## src/rtl/vector_exec_unit_if.sv

```systemverilog
// Bus bundle for vector_exec_unit: the operation request/response handshake
// from the control FSM and the single-port data memory port.
//   master : control/memory side (drives start, op, sat, base, vsrc1, vsrc2, mem_q)
//   slave  : execution unit side (drives ready, done, vresult, lane_cf, vz,
//            mem_addr, mem_wren, mem_wdata)
interface vector_exec_unit_if #(
  parameter int LANES = 4,
  parameter int WIDTH = 8,
  parameter int AW    = 8
);
  logic                   start;
  logic [1:0]             op;
  logic                   sat;
  logic [AW-1:0]          base;
  logic [LANES*WIDTH-1:0] vsrc1;
  logic [LANES*WIDTH-1:0] vsrc2;
  logic                   ready;
  logic                   done;
  logic [LANES*WIDTH-1:0] vresult;
  logic [LANES-1:0]       lane_cf;
  logic                   vz;
  logic [AW-1:0]          mem_addr;
  logic                   mem_wren;
  logic [WIDTH-1:0]       mem_wdata;
  logic [WIDTH-1:0]       mem_q;

  modport master (
    output start, op, sat, base, vsrc1, vsrc2, mem_q,
    input  ready, done, vresult, lane_cf, vz, mem_addr, mem_wren, mem_wdata
  );

  modport slave (
    input  start, op, sat, base, vsrc1, vsrc2, mem_q,
    output ready, done, vresult, lane_cf, vz, mem_addr, mem_wren, mem_wdata
  );
endinterface

```

## src/rtl/vector_exec_unit.sv

```systemverilog
// Vector execution unit: VLOAD / VSTORE / lane-wise VADD / VSUB on a
// LANES x WIDTH vector, sequencing one memory lane per cycle.
// Ports:
//   clock  - clock
//   reset  - asynchronous, active-high reset
//   bus    - vector_exec_unit_if.slave: start/op/sat/base/vsrc1/vsrc2 request,
//            ready/done/vresult/lane_cf/vz response, mem_addr/mem_wren/
//            mem_wdata/mem_q synchronous-RAM port (q valid one cycle after addr).
// Lane i occupies bits [(LANES-i)*WIDTH-1 -: WIDTH] (lane 0 is the MSB slice);
// lane_cf lane i is bit LANES-1-i.
module vector_exec_unit #(
  parameter int LANES = 4,
  parameter int WIDTH = 8,
  parameter int AW    = 8
) (
  input  logic               clock,
  input  logic               reset,
  vector_exec_unit_if.slave  bus
);
  localparam int CW = AW + 1;
  localparam int VW = LANES * WIDTH;
  localparam logic [CW-1:0] LAST      = CW'(LANES);
  localparam logic [CW-1:0] LAST_LANE = CW'(LANES - 1);

  localparam logic [2:0] S_IDLE  = 3'd0;
  localparam logic [2:0] S_LOAD  = 3'd1;
  localparam logic [2:0] S_STORE = 3'd2;
  localparam logic [2:0] S_ALU   = 3'd3;
  localparam logic [2:0] S_DONE  = 3'd4;

  logic [2:0]       state;
  logic [CW-1:0]    i;
  logic [1:0]       op_r;
  logic             sat_r;
  logic [AW-1:0]    base_r;
  logic [VW-1:0]    a_r;
  logic [VW-1:0]    b_r;
  logic [VW-1:0]    vresult_r;
  logic [LANES-1:0] cf_r;
  logic             vz_r;

  logic [VW-1:0]    alu_res;
  logic [LANES-1:0] alu_cf;
  logic [WIDTH-1:0] lane_a;
  logic [WIDTH-1:0] lane_b;
  logic [WIDTH:0]   lane_r;

  // Per-lane (WIDTH+1)-bit add/sub; the top bit is carry-out for ADD and
  // borrow (a<b) for SUB, and also selects the saturation clamp.
  always_comb begin
    alu_res = '0;
    alu_cf  = '0;
    lane_a  = '0;
    lane_b  = '0;
    lane_r  = '0;
    for (int unsigned l = 0; l < LANES; l++) begin
      lane_a = a_r[(LANES-1-l)*WIDTH +: WIDTH];
      lane_b = b_r[(LANES-1-l)*WIDTH +: WIDTH];
      if (op_r[0]) lane_r = {1'b0, lane_a} - {1'b0, lane_b};
      else         lane_r = {1'b0, lane_a} + {1'b0, lane_b};
      alu_cf[LANES-1-l] = lane_r[WIDTH];
      if (sat_r && lane_r[WIDTH])
        alu_res[(LANES-1-l)*WIDTH +: WIDTH] = op_r[0] ? '0 : '1;
      else
        alu_res[(LANES-1-l)*WIDTH +: WIDTH] = lane_r[WIDTH-1:0];
    end
  end

  // Memory port is purely a function of state so reset drops mem_wren at once.
  always_comb begin
    bus.mem_addr  = '0;
    bus.mem_wdata = '0;
    bus.mem_wren  = (state == S_STORE);
    if ((state == S_LOAD && i < LAST) || state == S_STORE)
      bus.mem_addr = base_r + i[AW-1:0];
    if (state == S_STORE) begin
      for (int unsigned l = 0; l < LANES; l++) begin
        if (i == CW'(l)) bus.mem_wdata = a_r[(LANES-1-l)*WIDTH +: WIDTH];
      end
    end
  end

  always_comb begin
    bus.ready   = (state == S_IDLE);
    bus.done    = (state == S_DONE);
    bus.vresult = vresult_r;
    bus.lane_cf = cf_r;
    bus.vz      = vz_r;
  end

  always_ff @(posedge clock or posedge reset) begin
    if (reset) begin
      state     <= S_IDLE;
      i         <= '0;
      op_r      <= '0;
      sat_r     <= 1'b0;
      base_r    <= '0;
      a_r       <= '0;
      b_r       <= '0;
      vresult_r <= '0;
      cf_r      <= '0;
      vz_r      <= 1'b0;
    end else begin
      case (state)
        S_IDLE: begin
          if (bus.start) begin
            op_r   <= bus.op;
            sat_r  <= bus.sat;
            base_r <= bus.base;
            a_r    <= bus.vsrc1;
            b_r    <= bus.vsrc2;
            i      <= '0;
            case (bus.op)
              2'b00:   state <= S_LOAD;
              2'b01:   state <= S_STORE;
              default: state <= S_ALU;
            endcase
          end
        end
        S_LOAD: begin
          // mem_q lags its address by one cycle, so lane i-1 lands while i is driven.
          i <= i + 1'b1;
          for (int unsigned l = 0; l < LANES; l++) begin
            if (i == CW'(l + 1)) vresult_r[(LANES-1-l)*WIDTH +: WIDTH] <= bus.mem_q;
          end
          if (i == LAST) state <= S_DONE;
        end
        S_STORE: begin
          i <= i + 1'b1;
          if (i == LAST_LANE) state <= S_DONE;
        end
        S_ALU: begin
          vresult_r <= alu_res;
          cf_r      <= alu_cf;
          vz_r      <= ~|alu_res;
          state     <= S_DONE;
        end
        S_DONE:  state <= S_IDLE;
        default: state <= S_IDLE;
      endcase
    end
  end
endmodule

```

## src/flat_wrapper.sv

```systemverilog
// flat-port wrapper written by rule: the top's interface ports become plain ports
module vector_exec_unit_flat 
#(
  parameter int LANES = 4,
  parameter int WIDTH = 8,
  parameter int AW    = 8
)
  (clock, reset, bus_start, bus_op, bus_sat, bus_base, bus_vsrc1, bus_vsrc2, bus_mem_q, bus_ready, bus_done, bus_vresult, bus_lane_cf, bus_vz, bus_mem_addr, bus_mem_wren, bus_mem_wdata);
  vector_exec_unit_if #(.LANES(LANES), .WIDTH(WIDTH), .AW(AW)) bus_i ();
  input  logic clock;
  input  logic reset;
  input wire logic [$bits(bus_i.start)-1:0] bus_start;
  input wire logic [$bits(bus_i.op)-1:0] bus_op;
  input wire logic [$bits(bus_i.sat)-1:0] bus_sat;
  input wire logic [$bits(bus_i.base)-1:0] bus_base;
  input wire logic [$bits(bus_i.vsrc1)-1:0] bus_vsrc1;
  input wire logic [$bits(bus_i.vsrc2)-1:0] bus_vsrc2;
  input wire logic [$bits(bus_i.mem_q)-1:0] bus_mem_q;
  output wire logic [$bits(bus_i.ready)-1:0] bus_ready;
  output wire logic [$bits(bus_i.done)-1:0] bus_done;
  output wire logic [$bits(bus_i.vresult)-1:0] bus_vresult;
  output wire logic [$bits(bus_i.lane_cf)-1:0] bus_lane_cf;
  output wire logic [$bits(bus_i.vz)-1:0] bus_vz;
  output wire logic [$bits(bus_i.mem_addr)-1:0] bus_mem_addr;
  output wire logic [$bits(bus_i.mem_wren)-1:0] bus_mem_wren;
  output wire logic [$bits(bus_i.mem_wdata)-1:0] bus_mem_wdata;
  assign bus_i.start = bus_start;
  assign bus_i.op = bus_op;
  assign bus_i.sat = bus_sat;
  assign bus_i.base = bus_base;
  assign bus_i.vsrc1 = bus_vsrc1;
  assign bus_i.vsrc2 = bus_vsrc2;
  assign bus_i.mem_q = bus_mem_q;
  assign bus_ready = bus_i.ready;
  assign bus_done = bus_i.done;
  assign bus_vresult = bus_i.vresult;
  assign bus_lane_cf = bus_i.lane_cf;
  assign bus_vz = bus_i.vz;
  assign bus_mem_addr = bus_i.mem_addr;
  assign bus_mem_wren = bus_i.mem_wren;
  assign bus_mem_wdata = bus_i.mem_wdata;
  vector_exec_unit #(.LANES(LANES), .WIDTH(WIDTH), .AW(AW)) u_core (.clock(clock), .reset(reset), .bus(bus_i));
endmodule
```

## config.mk

```make
export PLATFORM = sky130hd
export DESIGN_NAME = vector_exec_unit_flat
export DESIGN_NICKNAME = d
export VERILOG_FILES = /design/src/rtl/vector_exec_unit_if.sv /design/src/rtl/vector_exec_unit.sv /design/src/flat_wrapper.sv
export SDC_FILE = /design/constraint.sdc
export NUM_CORES = 1
export LEC_CHECK = 0
export ABC_AREA = 1
export CAP_MARGIN = 5
export CORE_MARGIN = 1
export CORE_UTILIZATION = 59
export CTS_BUF_LIST = sky130_fd_sc_hd__clkbuf_4 sky130_fd_sc_hd__clkbuf_8 sky130_fd_sc_hd__clkbuf_16
export CTS_CLUSTER_DIAMETER = 200
export CTS_CLUSTER_SIZE = 20
export DETAILED_ROUTE_END_ITERATION = 10
export PLACE_DENSITY = 0.95
export SLEW_MARGIN = 15
export SYNTH_ARGS = -nofsm -noshare
export SYNTH_HDL_FRONTEND = slang
export SYNTH_SLANG_ARGS = --single-unit
```

## constraint.sdc

```tcl
create_clock -name clock -period 8.8 [get_ports clock]
set_clock_uncertainty 0.05 [all_clocks]
set_input_delay 1.76 -clock clock [delete_from_list [all_inputs] [get_ports clock]]
set_output_delay 1.76 -clock clock [all_outputs]
set_load 0.01 [all_outputs]
```

### Word-level counts from Yosys, hierarchy flattened

Index checks and enable logic that the tools add are counted.

| storage, ports and cells | value |
|---|---|
| bits in registers | 123 |
| input bits | 86 |
| output and inout port bits | 56 |
| word-level logic and storage cells | 87 |

| cells by class | value |
|---|---|
| $add $sub $neg | 10 |
| order comparisons | 1 |
| eq/ne operators | 15 |
| mux-type cells | 27 |
| reduce and logical (&&, ||, !) cells | 21 |

Operators by type and width:

| kind | count |
|---|---|
| $mux 8 | 15 |
| $pmux 32 s2 | 1 |
| $mux 9 | 5 |
| $add 8x8->9 | 4 |
| $sub 8x8->9 | 4 |
| $reduce_or 32->1 | 1 |
| $eq 9x2->1 const B | 2 |
| $pmux 9 s2 | 1 |
| $pmux 3 s4 | 1 |
| $reduce_and 2->1 | 6 |
| $ne 2x2->1 const B | 5 |
| $add 9x1->9 const B | 1 |
| $eq 9x1->1 const B | 1 |
| $eq 9x3->1 const B | 1 |
| $logic_not 9->1 | 1 |
| $lt 9x3->1 const B | 1 |
| $mux 3 | 3 |
| $add 8x8->8 | 1 |
| $eq 3x2->1 const B | 2 |
| $logic_and 1x1->1 | 5 |
| $pmux 2 s2 | 1 |
| $reduce_bool 2->1 | 2 |
| $eq 3x1->1 const B | 1 |
| $eq 3x3->1 const B | 1 |
| 8 further kinds | 8 |

### Depth between registers and ports, before layout

Gate-level depths: netlist (run 1).

| depth | value |
|---|---|
| depth in word-level cells | 6 |
| gate-level depth with buffers | 22 |
| gate-level depth less buffers | 22 |

### Least setup slack after synthesis (run 1)

No wires, ideal clock.

| path | value |
|---|---|
| kind | register to output |
| from | register u_core.i[0] |
| to | output port bus_mem_addr[6] |
| arrival | 1.707 ns |
| data required time | 6.990 ns |
| setup slack | 5.283 ns |
| stages on the path, launching flop included | 10 |
| buffers on the path | 0 |
| cell sequence | dfrtp_1 > ha_1 > fa_1 > nand2_1 > nand2_1 > a21oi_1 > nor2_1 > nor2_1 > o21bai_1 > a21oi_1 |

| between the ends | value |
|---|---|
| word-level cells in the longest chain between the ends | 4 |
| elaborated cells on any way between the ends | 5 |
| classes of those cells | add/sub: 1; order compare: 1; mux: 1; reduce/logical: 2 |

RTL lines:

| item | RTL line | source |
|---|---|---|
| start: declaration | vector_exec_unit.sv:32 | `logic [CW-1:0] i;` |
| start signal: assignment | vector_exec_unit.sv:122 | `i <= i + 1'b1;` |
| start signal: assignment | vector_exec_unit.sv:129 | `i <= i + 1'b1;` |
| $lt 9x3->1 | vector_exec_unit.sv:74 | `if ((state == S_LOAD && i < LAST) \|\| state == S_STORE)` |
| $logic_and 1x1->1 | vector_exec_unit.sv:74 |  |
| $logic_or 1x1->1 | vector_exec_unit.sv:74 |  |
| $mux 8 (*) | vector_exec_unit.sv:74 |  |
| end: declaration | flat_wrapper.sv:24 | `output wire logic [$bits(bus_i.mem_addr)-1:0] bus_mem_addr;` |

Every way passes the cells marked *; elsewhere a longest branch is shown, timed or not.

### Worst setup path in the final report (run 1)

| path | value |
|---|---|
| from | register u_core.i[1] |
| to | output port bus_mem_wdata[4] |

| between the ends | value |
|---|---|
| word-level cells in the longest chain between the ends | 6 |
| elaborated cells on any way between the ends | 9 |
| classes of those cells | eq/ne: 3; mux: 5; reduce/logical: 1 |

RTL lines:

| item | RTL line | source |
|---|---|---|
| $logic_not 9->1 | vector_exec_unit.sv:78 | `if (i == CW'(l)) bus.mem_wdata = a_r[(LANES-1-l)*WIDTH +: WIDTH];` |
| $mux 8 (3 in series) | vector_exec_unit.sv:78 |  |
| $mux 8 (*) | vector_exec_unit.sv:78 |  |
| $mux 8 (*) | vector_exec_unit.sv:76 | `if (state == S_STORE) begin` |
| end: declaration | flat_wrapper.sv:26 | `output wire logic [$bits(bus_i.mem_wdata)-1:0] bus_mem_wdata;` |

Marked as above.

==> results of run 1 <==
## per-stage QoR
| stage | instance area (µm²) | cells |
|---|---|---|
| after floorplan | 8370 | 1134 |
| after global placement | 9880 | 1430 |
| after detailed placement | 9880 | 1430 |
| after CTS | 10500 | 1462 |
| after global routing | 10500 | 1462 |
| final | 10500 | 1462 |
## critical path, stage by stage (launching register included)
cell	delay, ns
dfrtp_1	0.44
inv_1	0.15
ha_1	0.21
nand3_2	0.11
nor4_4	0.50
a21oi_1	0.14
o21ai_0	0.14
o211ai_1	0.13
a21oi_1	0.23
clkdlybuf4s50_1	0.58
## area by class of cell
type                    count  share of cell area [%]
clock buffers              20                    4.38
clock inverters            12                    1.62
inverters                 151                    5.43
multi-input cells         831                    43.5
flip-flops and latches    123                    29.3
well taps                 180                    2.14
repair buffers            145                    13.7
## path summary, 6_finish.rpt
path | startpoint | cells after the start | end | slack [ns]
max in group asynchronous | reset | 3 | u_core.a_r[13]$_DFFE_PP0P_ | 5.69
worst min register to register | u_core.bus.vresult[5]$_DFFE_PP0P_ | 2 | u_core.bus.vresult[5]$_DFFE_PP0P_ | 0.44
worst min-delay path | u_core.bus.vresult[5]$_DFFE_PP0P_ | 2 | u_core.bus.vresult[5]$_DFFE_PP0P_ | 0.44
min in group asynchronous | reset | 2 | u_core.base_r[6]$_DFFE_PP0P_ | 1.79
worst max register to register | u_core.op_r[0]$_DFFE_PP0P_ | 19 | u_core.bus.vz$_DFFE_PP0P_ | 4.74
worst max-delay path | u_core.i[1]$_DFFE_PP0P_ | 9 | bus_mem_wdata[4] | 3.91
## per-layer routing
layer,GRT usage [%],vias up
met2,55.5,556
met5,0,-
li1,-,3933
met1,45.1,3957
met3,6.48,126
met4,20.0,0
## kinds of logic after synthesis
| group | synth area share (%) |
|---|---|
| DFF | 36.8 |
| xor gates and xnor gates | 4.29 |
| AOI/OAI and AO/OA | 13.0 |
| adders and majority gates | 8.22 |
| buffers and inverters | 8.64 |
| and+or+nand+nor | 29.1 |
## sequential cells by signal (all words and copies together), names as in the netlist, 3 cells and up
register	flops
u_core.base_r	8
u_core.bus.lane_cf	4
u_core.state	3
u_core.a_r	32
u_core.i	9
u_core.b_r	32
u_core.bus.vresult	32
## layout by cell type, fill, tap and decap left out, types with 8 or more instances in the layout
cell type / netlist / routed
a31oi_1: 16 / 16
o21ai_0: 77 / 77
nand3_1: 64 / 64
inv_2: 20 / 20
ha_1: 47 / 47
nand3_2: 11 / 11
o21ai_1: 13 / 13
xor2_1: 34 / 34
nand2_1: 359 / 359
nand2_2: 8 / 8
nor2_1: 66 / 66
dfrtp_1: 123 / 123
a21oi_1: 49 / 49
clkbuf_16: 0 / 17
o211ai_1: 8 / 8
inv_1: 129 / 128
clkdlybuf4s50_1: 0 / 141
==> impl_metrics.json, run 1 <==
{
  "antenna_left": 0,
  "setup_tns_ns": 0,
  "cts_hold_buf": 0,
  "place_ws_ns": 4.44,
  "regArea_um2": 3080,
  "die_x_um": 121,
  "antenna_found_initial": 0,
  "period_needed_ns": 4.89,
  "wl_met1_mm": 9.92,
  "drcViolationCount": 0,
  "fillCellCount": 946,
  "relSlewSlack_pct": 40.4,
  "synth_seq_cells": 123,
  "wl_mm": 24.7,
  "diodes": 0,
  "nNetsFinal": 1407,
  "die_y_um": 121,
  "start_util_pct": 60.3,
  "drt-wirelength-per-cell_um": 16.9,
  "wl_met2_mm": 11.2,
  "yosys-top-cells-count": "nand2_1 (359), inv_1 (129), dfrtp_1 (123)",
  "synth-main-ff-cell": "dfrtp_1",
  "drt_iter0_drc": 987,
  "syn_area_per_cell_um2": 7.38,
  "clk_pin_slew_ns": 0.06,
  "synth.lib_cells_used.distinct": 51,
  "synthTopCellsByArea": "dfrtp_1 (37%), nand2_1 (16%), ha_1 (7.0%), inv_1 (5.8%), o21ai_0 (4.6%)",
  "multi_input_area_um2": 4570,
  "grt_pass1_wl_mm": 39.0,
  "yosys.cell_count.top_type": "nand2_1",
  "post_cts_buffers": 0,
  "cap_violations": 0,
  "synth_top_area_share_pct": 36.8,
  "htree_levels": 4,
  "rsz0062_at_grt": "false",
  "cts_buffer_depth": 2,
  "hold_viol": 0,
  "via_per_inst": 5.86,
  "grt_max_degree": 76,
  "port_buffers": 141,
  "status": "complete, no violations",
  "syn_area_um2": 8370,
  "worst_pin_slew_ns": 0.895,
  "worst_slack_ns": 3.91,
  "ys_seq_area_share_pct": 36.8,
  "cts_tree": "built",
  "gp_congestion": 0.926,
  "fin_hold_ws_ns": 0.435,
  "hp-class": "reg2reg",
  "gr-usage-all-layers_pct": 35.1,
  "ctsResizeCount": 0,
  "grt.overflow.total": 0,
  "met3_length_mm": 2.29,
  "syn2layout_area_growth_pct": 25.6,
  "dp_hpwl_mm": 17.3,
  "drive_gt1_share_pct": 8.03,
  "dr.pass1.iters": 6,
  "synth-edff-count": 0,
  "vias": 8572,
  "core_um2": 13900,
  "syn_nets": 1272,
  "fin_crit_sh_pct": 55.6,
  "finalSetupViolCount": 0,
  "crit_arrival_ns": 3.08,
  "async_flop_share_pct": 100,
  "critPathKind": "reg2out",
  "cts_buffers": 17,
  "grt_pass1_vias": 7828,
  "crit_required_ns": 6.99,
  "ios": 142,
  "core.rowCount": 43,
  "worstPathMaxFanout": 9,
  "clock_latency_ns": 0.44,
  "worst_setup_path_start_kind": "register",
  "route.top_layer_used": "met4",
  "maxSlewViolCount": 0,
  "clock.fmax_mhz": 204,
  "end_kind": "primary output",
  "syn_inst": 1134,
  "clock_sinks": 123,
  "ys_warn_count": 0,
  "die_area_um2": 14700,
  "cts-root-buf": "clkbuf_16",
  "synth_top_area_cell": "dfrtp_1",
  "final_util_pct": 75.8
}
Power of run 1 is not shown: default switching activity piles up to over one toggle a cycle in this logic, so the estimate is an artifact.
==> run 2, diff against run 1 <==
--- a/config.mk
+++ b/config.mk
@@ -8,12 +8,12 @@
 export ABC_AREA = 1
 export CAP_MARGIN = 5
 export CORE_MARGIN = 1
-export CORE_UTILIZATION = 59
+export CORE_UTILIZATION = 54
 export CTS_BUF_LIST = sky130_fd_sc_hd__clkbuf_4 sky130_fd_sc_hd__clkbuf_8 sky130_fd_sc_hd__clkbuf_16
 export CTS_CLUSTER_DIAMETER = 200
 export CTS_CLUSTER_SIZE = 20
 export DETAILED_ROUTE_END_ITERATION = 10
-export PLACE_DENSITY = 0.95
+export PLACE_DENSITY = 0.89
 export SLEW_MARGIN = 15
 export SYNTH_ARGS = -nofsm -noshare
 export SYNTH_HDL_FRONTEND = slang
==> constraint.sdc (replaced) <==
create_clock -name clock -period 4.68 [get_ports clock]
set_clock_uncertainty 0.05 [all_clocks]
set_input_delay 0.936 -clock clock [delete_from_list [all_inputs] [get_ports clock]]
set_output_delay 0.936 -clock clock [all_outputs]
set_load 0.01 [all_outputs]
==> run 2 against run 1 <==
Non-clock buffer count up 1. Worst hold slack improved by 0.0015 ns. Critical path type unchanged. Final cell count increased by 0.55%. Critical path depth unchanged. Cell area is 0.23% higher. Highest routed layer unchanged. Flip-flop and latch count unchanged.
==> impl_metrics.json, run 2 (synthesized netlist as in run 1, its figures left out) <==
{
  "status": "complete, no violations",
  "cap_violations": 0,
  "antenna_found_initial": 0,
  "grt_max_degree": 81,
  "diodes": 0,
  "final_cell_mix": "nand2_1 (359), clkdlybuf4s50_1 (141), inv_1 (128), dfrtp_1 (123), o21ai_0 (77)",
  "wl_mm": 23.4,
  "critPathKind": "reg2out",
  "cts-root-buf": "clkbuf_16",
  "core.rowCount": 45,
  "r2r-end": "u_core.bus.vz$_DFFE_PP0P_",
  "die_area_um2": 16000,
  "drive_gt1_share_pct": 8.03,
  "ctsResizeCount": 0,
  "syn2layout_area_growth_pct": 25.9,
  "rsz0062_at_grt": "false",
  "htree_levels": 4,
  "multi_input_area_um2": 4570,
  "crit_required_ns": 3.69,
  "drcViolationCount": 0,
  "die_x_um": 127,
  "clock.fmax_mhz": 246,
  "setup_tns_ns": 0,
  "cts_hold_buf": 0,
  "fin_crit_sh_pct": 86.7,
  "cts_buffer_depth": 2,
  "ios": 142,
  "regArea_um2": 3080,
  "via_per_inst": 5.48,
  "drt_iter0_drc": 798,
  "grt_use_met3_pct": 6.28,
  "start_util_pct": 55.3,
  "busiest_layer": "met2",
  "die_y_um": 127,
  "hold_end": "u_core.bus.vresult[15]$_DFFE_PP0P_",
  "clock_sinks": 123,
  "clk_pin_slew_ns": 0.05,
  "maxSlewViolCount": 0,
  "crit_arrival_ns": 3.07,
  "port_buffers": 141,
  "cts_buffers": 17,
  "finalSetupViolCount": 0,
  "core_um2": 15100,
  "dr.pass1.iters": 5,
  "drt-wirelength-per-cell_um": 15.9,
  "clock_latency_ns": 0.43,
  "grt.overflow.total": 0,
  "period_needed_ns": 4.06,
  "relSlewSlack_pct": 39.8,
  "gr-usage-met1_pct": 41.7,
  "regToRegSetupSlack_ns": 1.42,
  "hold_viol": 0,
  "worstReg2RegStart": "u_core.op_r[0]$_DFFE_PP0P_",
  "end_kind": "primary output",
  "mostFrequentLayoutCell": "nand2_1",
  "gr-usage-all-layers_pct": 30.8,
  "hp-class": "reg2reg",
  "gp_congestion": 0.933,
  "use_met2_pct": 48.0,
  "dp_hpwl_mm": 17.7,
  "grt_pass1_wl_mm": 38.2,
  "post_cts_buffers": 0,
  "grt_pass1_vias": 7567,
  "hold_path_depth": 2,
  "hold_start": "u_core.bus.vresult[15]$_DFFE_PP0P_",
  "worstPathMaxFanout": 9,
  "worst_setup_path_start_kind": "register",
  "worst_pin_slew_ns": 0.903,
  "vias": 8056,
  "nNetsFinal": 1408,
  "cts_tree": "built",
  "fillCellCount": 1200,
  "reg2reg_depth": 18,
  "antenna_left": 0
}
[run 2: changes by cell type in the layout (fill, tap and decap cells not counted), sizes merged]
cell    change
bufinv      -2
clkbuf      +5
buf         +1
clkinv      -4
[run 2: area by class of cell]
cell class / count / share of cell area, %
clock inverters: 6 / 0.784
repair buffers: 146 / 14.0
well taps: 188 / 2.23
multi-input cells: 831 / 43.4
clock buffers: 25 / 5.02
flip-flops and latches: 123 / 29.2
inverters: 151 / 5.41
[run 2: worst max path at each step]
stage	start	end	slack, ns	cells past startpoint
4_1_cts	u_core.i[1]$_DFFE_PP0P_	bus_mem_wdata[1]	0.68	9
3_5_place_dp	u_core.i[1]$_DFFE_PP0P_	bus_mem_wdata[1]	1.16	9
6_report	u_core.i[1]$_DFFE_PP0P_	bus_mem_wdata[0]	0.62	9
3_3_place_gp	u_core.i[1]$_DFFE_PP0P_	bus_mem_wdata[2]	1.25	9
5_1_grt	u_core.i[1]$_DFFE_PP0P_	bus_mem_wdata[0]	0.39	9
2_1_floorplan	reset	u_core.a_r[0]$_DFFE_PP0P_	0.42	1
[run 2: per-stage QoR]
stage | util [%] | hold slack [ns] | instance area [µm²] | setup slack, ns | cells
4_1_cts | 69.6 | 0.438 | 10500 | 0.679 | 1470
3_3_place_gp | 65.5 | 0.417 | 9930 | 1.25 | 1439
5_1_grt | 69.6 | 0.453 | 10500 | 0.387 | 1470
6_report | 69.6 | 0.437 | 10500 | 0.623 | 1470
3_5_place_dp | 65.5 | 0.419 | 9930 | 1.16 | 1439
2_1_floorplan | - | 0.405 | 8370 | 0.423 | 1134
[run 2: critical path, cell delays in order, from the launching register on]
cell and delay [ns]:
dfrtp_1 0.44, inv_1 0.15, ha_1 0.23, nand3_2 0.11
nor4_4 0.50, a21oi_1 0.14, o21ai_0 0.13, o211ai_1 0.12
a21oi_1 0.23, clkdlybuf4s50_1 0.58
[run 2: per-layer routing]
metal	vias up	wire length, µm
li1	3949	-
met1	3704	10600
met2	354	10500
met3	49	1590
met4	0	720
met5	-	0
Power of run 2 is left out for the same reason.
